<file path="config.mk">
export PLATFORM = sky130hd
export DESIGN_NAME = alu_arbiter
export DESIGN_NICKNAME = d
export VERILOG_FILES = /design/src/rtl/alu_arbiter.sv
export SDC_FILE = /design/constraint.sdc
export NUM_CORES = 1
export LEC_CHECK = 0
export BUFFER_PORTS_ARGS = -buffer_cell sky130_fd_sc_hd__buf_4
export CORE_MARGIN = 4
export CORE_UTILIZATION = 35
export CTS_CLUSTER_DIAMETER = 100
export DETAILED_ROUTE_END_ITERATION = 7
export PLACE_DENSITY = 0.67
export REMOVE_ABC_BUFFERS = 1
export SETUP_SLACK_MARGIN = 0.4
export SYNTH_ARGS = -nofsm -noshare
export SYNTH_HDL_FRONTEND = slang
export SYNTH_SLANG_ARGS = --single-unit
</file>
<file path="constraint.sdc">
create_clock -name clk -period 2.3 [get_ports clk]
set_clock_uncertainty 0.15 [all_clocks]
set_input_delay 0.115 -clock clk [delete_from_list [all_inputs] [get_ports clk]]
set_output_delay 0.115 -clock clk [all_outputs]
set_load 0.05 [all_outputs]
</file>
<file path="src/rtl/alu_arbiter.sv">
// alu_arbiter: arbiter and sequencer for the shared 16-bit ALU.
// Two requesters issue operations over valid/ready. One operation runs at a
// time. The block drives the ALU inputs (ctrl/a/b) and holds them through the
// ALU's registered result cycle. It then returns y and flags to the owning
// requester, and updates the global status register.
//
// Ports:
//   clk, resetn                   clock, asynchronous active-low reset
//   req_valid_i/req_ready_o [1:0] request handshake, bit i = requester i
//   reqN_op_i/reqN_a_i/reqN_b_i   opcode and operands of requester N
//   rsp_valid_o/rsp_ready_i [1:0] response handshake, bit i = requester i
//   rsp_y_o, rsp_flags_o          result and {s,v,n,z,c} of the response
//   alu_ctrl_o/alu_a_o/alu_b_o    registered ALU inputs
//   alu_y_i, alu_{c,z,n,v,s}_i    ALU result and flags
//   sreg_o                        {s,v,n,z,c} of the last completed operation
//   busy_o, owner_o               not IDLE; current or last granted requester
module alu_arbiter #(
  parameter logic RR_EN        = 1'b1,
  parameter int   STARVE_LIMIT = 4
) (
  input  logic        clk,
  input  logic        resetn,
  input  logic [1:0]  req_valid_i,
  output logic [1:0]  req_ready_o,
  input  logic [3:0]  req0_op_i,
  input  logic [3:0]  req1_op_i,
  input  logic [15:0] req0_a_i,
  input  logic [15:0] req1_a_i,
  input  logic [15:0] req0_b_i,
  input  logic [15:0] req1_b_i,
  output logic [1:0]  rsp_valid_o,
  input  logic [1:0]  rsp_ready_i,
  output logic [15:0] rsp_y_o,
  output logic [4:0]  rsp_flags_o,
  output logic [3:0]  alu_ctrl_o,
  output logic [15:0] alu_a_o,
  output logic [15:0] alu_b_o,
  input  logic [15:0] alu_y_i,
  input  logic        alu_c_i,
  input  logic        alu_z_i,
  input  logic        alu_n_i,
  input  logic        alu_v_i,
  input  logic        alu_s_i,
  output logic [4:0]  sreg_o,
  output logic        busy_o,
  output logic        owner_o
);

  localparam logic [3:0] ALU_OP_MUL = 4'h7;
  localparam logic [3:0] LIMIT      = 4'(STARVE_LIMIT);

  typedef enum logic [1:0] {IDLE, EXEC, CAPT, RESP} state_t;

  state_t      state_q;
  logic        owner_q;
  logic        last_grant_q;
  logic [3:0]  starve_q;
  logic [3:0]  alu_ctrl_q;
  logic [15:0] alu_a_q;
  logic [15:0] alu_b_q;
  logic [1:0]  rsp_valid_q;
  logic [15:0] rsp_y_q;
  logic [4:0]  rsp_flags_q;
  logic [4:0]  sreg_q;

  logic        gnt;
  logic [4:0]  cap_flags;

  // Grant selection. On a tie, the starve counter overrides requester 0's
  // priority once it reaches the limit.
  always_comb begin
    gnt         = 1'b0;
    req_ready_o = 2'b00;
    if (&req_valid_i) begin
      if (RR_EN) gnt = ~last_grant_q;
      else       gnt = (starve_q == LIMIT);
    end else begin
      gnt = req_valid_i[1];
    end
    if (state_q == IDLE && |req_valid_i) req_ready_o[gnt] = 1'b1;
  end

  // The ALU leaves c/v undefined for multiply. Force them to 0, so s = n.
  always_comb begin
    cap_flags = {alu_s_i, alu_v_i, alu_n_i, alu_z_i, alu_c_i};
    if (alu_ctrl_q == ALU_OP_MUL) cap_flags = {alu_n_i, 1'b0, alu_n_i, alu_z_i, 1'b0};
  end

  always_ff @(posedge clk or negedge resetn) begin
    if (!resetn) begin
      state_q      <= IDLE;
      owner_q      <= 1'b0;
      last_grant_q <= 1'b1;
      starve_q     <= 4'd0;
      alu_ctrl_q   <= 4'h0;
      alu_a_q      <= 16'h0;
      alu_b_q      <= 16'h0;
      rsp_valid_q  <= 2'b00;
      rsp_y_q      <= 16'h0;
      rsp_flags_q  <= 5'h0;
      sreg_q       <= 5'h0;
    end else begin
      case (state_q)
        IDLE: begin
          // Any valid request in IDLE is a handshake with the granted side.
          if (|req_valid_i) begin
            alu_ctrl_q   <= gnt ? req1_op_i : req0_op_i;
            alu_a_q      <= gnt ? req1_a_i  : req0_a_i;
            alu_b_q      <= gnt ? req1_b_i  : req0_b_i;
            owner_q      <= gnt;
            last_grant_q <= gnt;
            if (gnt)                                  starve_q <= 4'd0;
            else if (req_valid_i[1] && starve_q != 4'hF) starve_q <= starve_q + 4'd1;
            state_q      <= EXEC;
          end
        end
        EXEC: state_q <= CAPT;
        CAPT: begin
          rsp_y_q              <= alu_y_i;
          rsp_flags_q          <= cap_flags;
          sreg_q               <= cap_flags;
          rsp_valid_q[owner_q] <= 1'b1;
          state_q              <= RESP;
        end
        RESP: begin
          if (rsp_ready_i[owner_q]) begin
            rsp_valid_q <= 2'b00;
            state_q     <= IDLE;
          end
        end
        default: state_q <= IDLE;
      endcase
    end
  end

  assign alu_ctrl_o  = alu_ctrl_q;
  assign alu_a_o     = alu_a_q;
  assign alu_b_o     = alu_b_q;
  assign rsp_valid_o = rsp_valid_q;
  assign rsp_y_o     = rsp_y_q;
  assign rsp_flags_o = rsp_flags_q;
  assign sreg_o      = sreg_q;
  assign busy_o      = (state_q != IDLE);
  assign owner_o     = owner_q;

endmodule

</file>
==> results by group <==
STA
  – Slew Limit Fails: 0
  – Post-route clock period utilization: 0.782
  – Slew headroom: 0.481
  – Final hold vios: 0
  – Max Freq: approximately 0.56 GHz
  – Period minus WS final: roughly 1.8 ns
  – RSZ-0062 raised after global routing: false
  – Hold slack: 0.114 ns
  – Setup ws final: roughly 0.5 ns
  – Tightest Pin Transition: about 0.78 ns
  – Endpoints failing setup: 0

Yosys
  – Mux cell area share after synthesis: 0.214
  – #FFs+latches synth: 63
  – Compound-Gate Fraction of Synth Area: 0.0907
  – Main combinational cell family by area after synthesis: multiplexers
  – Adder-Cell Fraction of Synth Area: 0.0177
  – Synthesized area: ~2800 µm²
  – Post-synth top area cell: dfrtp_1
  – Syn Inst Count: between 200 and 250
  – Ys Warns: 0
  – Yosys cell types: 24
  – Seq/Total Area, Yosys: 0.558
  – Mean post-synth cell area: ~11 µm²
  – Synth Area in Simple Gates: 0.0655
  – Number of flops mapped to enable cells by yosys: 0
  – Post-synthesis async set-or-reset flop share: 1.00
  – Top cells by area, synth: dfrtp_1 55%, mux2i_1 14%, mux2_2 7.6%
  – Top-area cell type share of the netlist area: 0.549
  – Post-synth top flop: dfrtp_1
  – Post-Synth XOR/XNOR Area: 0

Global routing
  – Met1 usage: 0.212
  – GR Overflow Total: 0
  – Met2 Use GR: 0.359
  – Largest net degree at the start of global routing: 64
  – Most used routing layer: met2
  – Total GRT Usage: 0.200
  – Vias in the first global route: just over 3000
  – Initial antenna violation count: 0
  – First-pass GRT wire length: between 15 and 20 mm
  – Routing usage on met3: 0.0614

Critical path
  – CP max stage delay: ~0.55 ns
  – Delay-heaviest family, CP: buffers and inverters
  – Worst setup SP type: input pin
  – Crit path buffers/inverters: 4
  – CP max-delay cell: dlygate4sd3_1
  – CP arrival: 1.53 ns
  – Critical path type: in -> out
  – Worst-path cell chain: dlygate4sd3_1 > buf_4 > a21bo_2 > buf_12 > nor2b_2 > buf_6
  – Worst Path Required: between 2 and 2.5 ns
  – CP Capture Type: output port
  – Crit path max fanout: 10

Detailed routing
  – WL/cell: between 15 and 20 µm
  – Drt drc: 0
  – Vias per inst: between 4 and 5
  – DR vias: roughly 2800
  – Post-Route WL: between 9 and 10 mm
  – Routed Antenna Nets: 0
  – Detailed Routing Iterations Pass 1: 4
  – Drt first-iter violations: between 40 and 50

Power
  – Leakage: ~0.0028 µW
  – Worst vdd ir: 0.000688 V
  – Pwr/cell area: between 1000 and 1500 nW/µm²

Final layout
  – Antenna diode count: 0
  – Ratio of cells with drive above 1 in the final layout: 0.421
  – FILL cells: roughly 540
  – Layout area overhead: 92.6%
  – Final #Nets: roughly 620
  – Area of the multi-input gates: between 1000 and 1500 µm²
  – Sequential cell area: ~1600 µm²
  – Fin util: 0.698

Floorplanning
  – Rows: 32
  – Die Width: 97.9 µm
  – Die area: around 9600 µm²
  – Num ports: around 170
  – Initial Util: 0.362
  – DIE HEIGHT: slightly below 100 µm
  – Core ar.: 7810 µm²

Placement
  – Setup WS pre-CTS: ~0.6 ns
  – Placer Congestion: around 0.7
  – Buffers on Ports: 166

Clocking
  – CTS tree: yes
  – TritonCTS sink count: 63
  – CTS Buf Count: 9
  – Clk slew on worst S/H paths: about 0.07 ns
  – Clock Path Buffers: 2
  – H-tree Lvls: 3
  – CTS Root Cell: clkbuf_8
  – Clk_lat worst skew: approximately 0.33 ns

Outcome
  – Status: complete, no violations

Worst hold path
  – Hold Path Class: in -> reg

Flow run
  – Max cap viols: 0
layout make-up:
class / instances / share of cell area
Clock inverter: 3 / 0.0119
Multi-Input combinational cell: 158 / 0.208
Tap cell: 102 / 0.0234
Inverter: 6 / 0.00414
Clock buffer: 13 / 0.0292
Timing Repair Buffer: 275 / 0.434
Sequential cell: 63 / 0.290
placed cells by master (no fill, tap or decap), types with 3 or more instances in the layout:
master	Yosys	layout
ha_1	4	3
o21ai_0	21	20
dfrtp_1	62	62
clkbuf_8	0	11
inv_1	6	5
a21oi_1	6	6
nor2_1	3	3
o21ai_1	18	18
buf_4	6	173
mux2i_1	39	39
mux2_2	19	19
dlygate4sd3_1	0	98
nand2_1	38	38
cell usage after synthesis, types with 2 or more instances:
master	instances
mux2_2	19
ha_1	4
inv_1	6
o21ai_1	18
nand3_1	2
buf_2	8
nor2_1	3
dfrtp_1	62
buf_4	6
buf_6	3
mux2i_1	39
nand2_1	38
o21ai_0	21
a21oi_1	6
clkbuf_1	2
worst register-to-register path, cell delays in order, from the launching register on:
cell and delay [ns]:
dfrtp_1 0.44, mux2i_1 0.30, dlygate4sd3_1 0.62, nand2_1 0.06
a21oi_1 0.13
repair_timing:
item	CTS	global route
setup buffers	0	7
hold buffers	98	0
endpoints found under the setup margin	1	1
gates cloned	2	0
hold endpoints to repair	122	0
resized for setup	2	3
cell families after synthesis:
logic type               count (synthesis)
buffers and inverters                   26
AND/OR/NAND/NOR                         46
flip-flops                              63
AO/OA/AOI/OAI                           49
multiplexers                            58
adder cells (fa/ha/maj)                  4
final timing paths:
path	start	endpoint	slack, ns	cells past startpoint
worst min-delay path	req_valid_i[1]	alu_ctrl_o[2]	0.11	4
worst max register to register	owner_o	rsp_valid_o[0]	0.52	4
worst min register to register	alu_b_o[6]	alu_b_o[6]	0.33	2
min in group asynchronous	resetn	alu_a_o[6]	0.30	2
max in group asynchronous	resetn	alu_a_o[15]	1.19	2
worst max-delay path	req_valid_i[0]	req_ready_o[0]	0.50	6
flip-flops by register name (all words and copies together) (netlist names), 2 cells and up:
| name | count |
|---|---|
| rsp_y_o | 16 |
| alu_a_o | 16 |
| alu_ctrl_o | 4 |
| alu_b_o | 16 |
| state_q | 2 |
| rsp_flags_o | 5 |
| rsp_valid_o | 2 |
power breakdown:
group          leakage (µW)  switching [µW]  total, µW  internal (µW)
Combinational       0.00188            3080       4690           1610
Sequential         0.000764             339       2010           1670
Clock              0.000114             399       1070            669
layer usage:
| layer | wire length (µm) | part of all wire | vias to the layer above |
|---|---|---|---|
| met5 | 0 | 0 | - |
| met3 | 829 | 0.088 | 25 |
| li1 | - | - | 1376 |
| met2 | 4810 | 0.51 | 138 |
| met1 | 3540 | 0.37 | 1290 |
| met4 | 281 | 0.030 | 0 |
per-stage QoR:
stage / power, µW / instance area, µm² / setup TNS (ns) / cells
3_3_place_gp: 6400 / 4130 / 0 / 497
2_1_floorplan: 5020 / 2700 / -79.63 / 226
6_report: 7770 / 5450 / 0 / 620
4_1_cts: 7770 / 5390 / 0 / 613
3_5_place_dp: 6460 / 4130 / 0 / 497
5_1_grt: 8200 / 5450 / 0 / 620
Power figures use the tool's default switching activity.
